File: config.mk
export PLATFORM = sky130hd
export DESIGN_NAME = jtpopeye_objdma
export DESIGN_NICKNAME = d
export VERILOG_FILES = /design/src/rtl/jtpopeye_objdma.sv
export SDC_FILE = /design/constraint.sdc
export NUM_CORES = 2
export LEC_CHECK = 0
export BUFFER_PORTS_ARGS = -buffer_cell sky130_fd_sc_hd__buf_2
export CAP_MARGIN = 20
export CORE_MARGIN = 1.5
export CORE_UTILIZATION = 55
export DETAILED_ROUTE_END_ITERATION = 8
export PLACE_DENSITY = 0.71
export SYNTH_ARGS = -nofsm -noshare
export SYNTH_HDL_FRONTEND = slang
export SYNTH_SLANG_ARGS = --single-unit
export TNS_END_PERCENT = 30
File: constraint.sdc
create_clock -name clk -period 16.72 [get_ports clk]
set_input_delay 3.344 -clock clk [delete_from_list [all_inputs] [get_ports clk]]
set_output_delay 3.344 -clock clk [all_outputs]
set_load 0.02 [all_outputs]
File: src/rtl/jtpopeye_objdma.sv
// jtpopeye_objdma: on each VB rise, copies ENTRIES x BYTES bytes from main RAM over the Z80 bus
// into the fill half of a double-buffered object table; the halves swap after a clean transfer.
module jtpopeye_objdma #(
    parameter int AW = 10,
    parameter int DW = 8,
    parameter int ENTRIES = 64,
    parameter int BYTES = 4,
    parameter logic [AW-1:0] BASE = '0
) (
    input  logic                         clk,
    input  logic                         rst,
    input  logic                         pxl_cen,
    input  logic                         VB,
    output logic                         busrq_n,
    input  logic                         busak_n,
    output logic                         dma_cs,
    output logic [AW-1:0]                AD_DMA,
    input  logic [DW-1:0]                DD_DMA,
    input  logic [$clog2(ENTRIES)-1:0]   rd_addr,
    output logic [BYTES*DW-1:0]          rd_data,
    output logic                         busy,
    output logic                         done,
    output logic                         overrun
);
    localparam int N  = ENTRIES * BYTES;
    localparam int IW = $clog2(N);
    localparam int EW = $clog2(ENTRIES);
    typedef enum logic [2:0] {IDLE, REQ, XFER, DRAIN, RELEASE} state_t;
    state_t state, state_d;
    logic vb_last, rise, fall, last, pend, bank;
    logic start, issue, cap, back, abort, swap;
    logic [IW-1:0] idx, wr_idx;
    logic [EW-1:0] wr_ent;
    int wr_byt;
    logic [BYTES*DW-1:0] acc, word;
    logic [BYTES*DW-1:0] mem [2*ENTRIES];
    assign rise = VB & ~vb_last;
    assign fall = ~VB & vb_last;
    assign last = idx == IW'(N - 1);
    assign wr_ent = wr_idx[IW-1 -: EW];
    assign wr_byt = int'(wr_idx) % BYTES;
    assign busrq_n = ~(state inside {REQ, XFER, DRAIN});
    assign dma_cs = state == XFER;
    assign busy = state != IDLE;
    // idx is the next byte to issue; wr_idx is the byte whose data arrives on the following tick
    always_comb begin
        state_d = state;
        start = 1'b0;
        issue = 1'b0;
        cap = 1'b0;
        back = 1'b0;
        abort = 1'b0;
        swap = 1'b0;
        if (pxl_cen)
            case (state)
                IDLE: state_d = rise ? REQ : IDLE;
                REQ: begin
                    start = ~busak_n;
                    state_d = busak_n ? REQ : XFER;
                end
                XFER: begin
                    issue = ~busak_n;
                    cap = ~busak_n & pend;
                    back = busak_n & pend;
                    state_d = (~busak_n & last) ? DRAIN : XFER;
                end
                DRAIN: begin
                    cap = ~busak_n;
                    back = busak_n;
                    state_d = busak_n ? XFER : RELEASE;
                end
                default: begin
                    swap = 1'b1;
                    state_d = IDLE;
                end
            endcase
        if (pxl_cen && fall && state inside {REQ, XFER, DRAIN}) begin
            start = 1'b0;
            issue = 1'b0;
            cap = 1'b0;
            back = 1'b0;
            abort = 1'b1;
            state_d = IDLE;
        end
    end
    always_ff @(posedge clk) begin
        if (rst) begin
            state <= IDLE;
            vb_last <= 1'b0;
            pend <= 1'b0;
            idx <= '0;
            wr_idx <= '0;
            AD_DMA <= '0;
            bank <= 1'b0;
            done <= 1'b0;
            overrun <= 1'b0;
        end else begin
            state <= state_d;
            done <= swap;
            if (pxl_cen) vb_last <= VB;
            if (start) begin
                idx <= '0;
                AD_DMA <= BASE;
            end
            if (issue) begin
                wr_idx <= idx;
                if (!last) begin
                    idx <= idx + IW'(1);
                    AD_DMA <= AD_DMA + AW'(1);
                end
            end
            // a grant lost with a byte in flight rewinds to that byte so it is fetched again
            if (back) begin
                idx <= wr_idx;
                AD_DMA <= BASE + AW'(wr_idx);
            end
            if (start | cap | back | abort) pend <= 1'b0;
            if (issue) pend <= 1'b1;
            if (abort) overrun <= 1'b1;
            if (swap) begin
                bank <= ~bank;
                overrun <= 1'b0;
            end
        end
    end
    always_comb begin
        word = acc;
        word[wr_byt*DW +: DW] = DD_DMA;
    end
    always_ff @(posedge clk) begin
        if (cap) begin
            acc <= word;
            if (wr_byt == BYTES - 1) mem[{~bank, wr_ent}] <= word;
        end
        rd_data <= mem[{bank, rd_addr}];
    end
endmodule

# After elaboration in Yosys (flattened, before gate mapping)
# Memory sizes are Yosys's and may differ from the RTL's. A register that Yosys moved wholly into a read port is not among the register bits.
# Cells that the tools add are included.
# classes
add_sub_neg	3
eq_ne	5
shift	2
muxes	34
bitwise	13
n_reduce_logical	10
# op_table
operator	n
$mux W8	5
$neg A5 Y33	1
$shift A8 B33 Y32 const A	1
$shiftx A8 B33 Y32	1
$bwmux W32	1
$mux W10	3
$mux W1	20
$pmux W3 S4	1
$add A10 B1 Y10 const B	1
$add A8 B1 Y8 const B	1
$eq A8 B8 Y1 const B	1
$eq A3 B2 Y1 const B	2
$reduce_bool A3 Y1	2
$reduce_or A2 Y1	3
$and A1 B1 Y1	5
$not A1 Y1	5
$pmux W1 S2	2
$reduce_or A4 Y1	1
$eq A3 B1 Y1 const B	1
$logic_not A3 Y1	1
$mux W3	1
$or A1 B1 Y1	3
$eq A2 B1 Y1 const B	1
$logic_and A1 B1 Y1	2
2 further kinds	2
# totals
ff_bits	66
ram_bits	4096
out_inout_bits	47
wordCells	79
memories	1
# mem_list
memory	depth	width	read_ports	rd_clocked_by_memory_dff	wr	line	rtl
mem	128	32	1	1	1	36	logic [BYTES*DW-1:0] mem [2*ENTRIES];

# Depth between registers and ports, before layout
# depth
depth_word	10
depth_mapped	9

# Worst setup path before layout
# No wires, ideal clock.
# synth_timing
path_kind	reg-to-reg
start	register wr_idx[0]
end	register acc[16] (data pin)
setup_time_ns	1.205
t_arrival_ns	5.854
required_time_ns	15.515
setup_slack_ns	9.661
path_stages_with_launch	4
path_buffers	0
synth_period_minus_slack_ns	7.059
cell_sequence	dfxtp_1 inv_1 ha_1 o21ai_0
# synth_via
elab_chain_len	3
word_cells_on_any_way	4
classes_between	add/sub: 1; shift: 2; mux: 1
# synth_rtl
element	line	rtl
from (decl)	32	logic [IW-1:0] idx, wr_idx;
from (signal assigned)	106	wr_idx <= idx;
$neg A5 Y33 (*)	128	word[wr_byt*DW +: DW] = DD_DMA;
$shiftx A8 B33 Y32 or $shift A8 B33 Y32 (tied branches)	128	
$bwmux W32 (*)	128	
named net word[16]	35	logic [BYTES*DW-1:0] acc, word;
to (signal assigned)	132	acc <= word;
to (decl)	35	
# The timed path passes the listed nets; every way through them passes the cells marked *.
# A chain may end at the register's enable or synchronous reset.

==> results.cfg <==
[cells_and_area]
layout_commonest_cell = edfxtp_1
drive_above_1_share_pct = 34.64
layout_common_cells = edfxtp_1, mux4_2, clkbuf_16
final_core_util_pct = 62.26
fill_cells = 18201
finalNonFillerCells = 10873
areaGrowthSynthToFinish_pct = 12.54
nets = 6742

[critical_path]
cp-end-kind = register
worst_ep_required_time_ps = 17490
cp_cell_sequence = buf_12 > buf_12 > buf_4 > buf_4 > mux4_2 > mux4_2 > mux4_2 > mux2_2
slowest_delay_ps = 840
cp_num_buf_inv = 4
critical_path.top_delay_family = buffers and inverters
cp.arrival_ps = 8330
crit_top_cell = mux4_2
critical_path_class = input port to register
cp_slowest_cell = buf_4
critical_path_peak_fanout = 90
setup.worst_path.start_class = input port

[timing]
tns_ps = 0
setup_viol = 0
worst-slew-pin-transition_ps = 1187
fmax_mhz = 132.3
hold_violations = 0
slew_headroom_pct = 20.54
drv_slew = 0
rsz0062_at_grt = no
fin_crit_sh_pct = 45.21
clock_skew_ps = 43.07
fin_crit_ps = 7559

[synth]
netlist_top_cells_area = edfxtp_1, mux4_2, dfxtp_1
postSynthCellCount = 6338
synth.net_count = 6364
synth_top_area_share_pct = 77.76
syn_area_sq_um = 159400
synth_cell_type_count = 48
ys_ff_latch = 4194
syn_avg_cell_area_sq_um = 25.15
synth_edf_count = 4128
async_reset_ff_share_pct = 0
synth_ff_type = edfxtp_1
yosysTopAreaCell = edfxtp_1
yosysSeqAreaShare_pct = 78.59
ys_warn_count = 0

[floorplan]
num_rows = 197
ios = 66
die_h_microns = 541.4
die_w_microns = 541.4
design.core.area_sq_um = 288100
die-area_sq_um = 293100
start_util_pct = 55.32

[pwr]
swShare_pct = 20.22
clkPwrFrac_pct = 42.2
p_leak_nw = 50.74
power_mw = 21.09
ir_drop_mv = 0.1023
intPower_mw = 16.83
switching_power_mw = 4.265
power_per_cell_area_nw_per_um2 = 117.6
sequentialPowerShare_pct = 54.2
combPwrFrac_pct = 3.6

[place]
place.gp.congestion = 0.8159
io_buffers = 65
dp_cells = 10090
hpwl_microns = 209000

[drt]
wire_per_inst_microns = 36.43
ant_nets = 0
dr.pass1.iters = 6
via_per_inst = 6.748
drt_wl_total_microns = 396100
drtIter0Drc = 10993
vias = 73368
drc = 0

[global_routing]
globalRouteTotalUtil_pct = 27.16
grt_max_degree = 140
grt-ovfl-total = 0
grt_pass1_wl_microns = 555100
antenna_found_initial = 50
grt_pass1_vias = 73952

[clocking]
postCtsSetupBuffers = 0
clkLatencyLatePin_ps = 920
clkSlewWorstSetupHoldPaths_ps = 60
cts.htree.levels = 5
cts.path.max_buffers = 4
cts_hold_buf = 0
clock-sinks = 4194
tritoncts = built
cts-root-buf = clkbuf_16
numCtsBuffers = 402
cts.repair.resized = 0

[worst_hold_path]
hold_path_class = register to register

[job]
drv_cap = 0

[run_status]
status = complete, no violations
## cells in the mapped netlist (all sizes together) (5+ instances only)
library cell / instances
nand2b: 5
ha: 7
dfxtp: 66
edfxtp: 4128
o21ai: 31
inv: 33
nand3: 17
nor3: 8
nor4: 10
or4: 5
clkbuf: 198
a22o: 8
nor2: 145
a31oi: 8
mux4: 1344
nand2: 77
nor2b: 5
or2: 7
a21oi: 18
buf: 137
or3: 6
mux2: 32
## layout make-up
cell class | count | area, sq um | area share [%]
Antenna cell | 42 | 105.1 | 0.05858
Clock buffer | 482 | 10600 | 5.907
Clock inverter | 256 | 2265 | 1.262
Inverter | 33 | 123.9 | 0.06904
Multi-Input combinational cell | 1776 | 33960 | 18.93
Sequential cell | 4194 | 125300 | 69.83
Tap cell | 3781 | 4731 | 2.637
Timing Repair Buffer | 309 | 2352 | 1.311
## tightest hold or removal path: stages, from the launching register on
cell,delay [ps]
dfxtp_1,310
o31ai_1,60
a21oi_1,70
## per-layer routing
layer | vias up | share of wire (%) | track usage, %
li1 | 28420 | - | -
met5 | - | 0.040 | 0
met4 | 24 | 3.4 | 9.408
met2 | 4382 | 48 | 42.73
met1 | 39878 | 37 | 37.94
met3 | 664 | 11 | 6.311
## flip-flops by register name, summed over array words and instances (netlist names)
register  count
mem        4096
acc          32
rd_data      32
AD_DMA       10
idx           8
wr_idx        8
state         3
bank          1
done          1
overrun       1
pend          1
vb_last       1
## worst paths after layout
check / start / endpoint / slack (ps) / cells after the start
min: pend / pend / 490 / 2
min reg2reg: pend / pend / 490 / 2
max reg2reg: wr_idx[5] / mem[42][20] / 12080 / 5
max: rd_addr[0] / rd_data[12] / 9160 / 8
## metrics by stage
stage / instance area, sq um / hold slack [ps] / setup slack, ps
finish: 179400 / 486.8 / 9161
global route: 179400 / 502.1 / 8864
CTS: 179300 / 487.9 / 9130
detailed placement: 166400 / 477.7 / 8184
global placement: 166400 / 459.5 / 8163
floorplan: 159400 / 448.7 / 9661
## power groups by stage
stage               Clock (mW)  Combinational, mW  Sequential [mW]
floorplan                    0              0.480             11.7
global placement             0              0.741             11.7
detailed placement           0              0.748             11.7
CTS                       8.99              0.753             11.4
global route              9.40              0.782             11.4
finish                    8.90              0.753             11.4
## logic make-up (layout without fill, tap and decap cells)
logic type	count (synthesis)	after routing	share of synthesized area, %
buf+inv	368	1080	0.9442
fa+ha+maj	7	7	0.05494
simple gates	303	303	0.8375
other cells	0	42	0
xor+xnor	3	3	0.01649
compound gates	85	85	0.3328
mux	1378	1378	19.23
flops	4194	4194	78.59
Note: power is estimated with default switching activity, not from simulation.
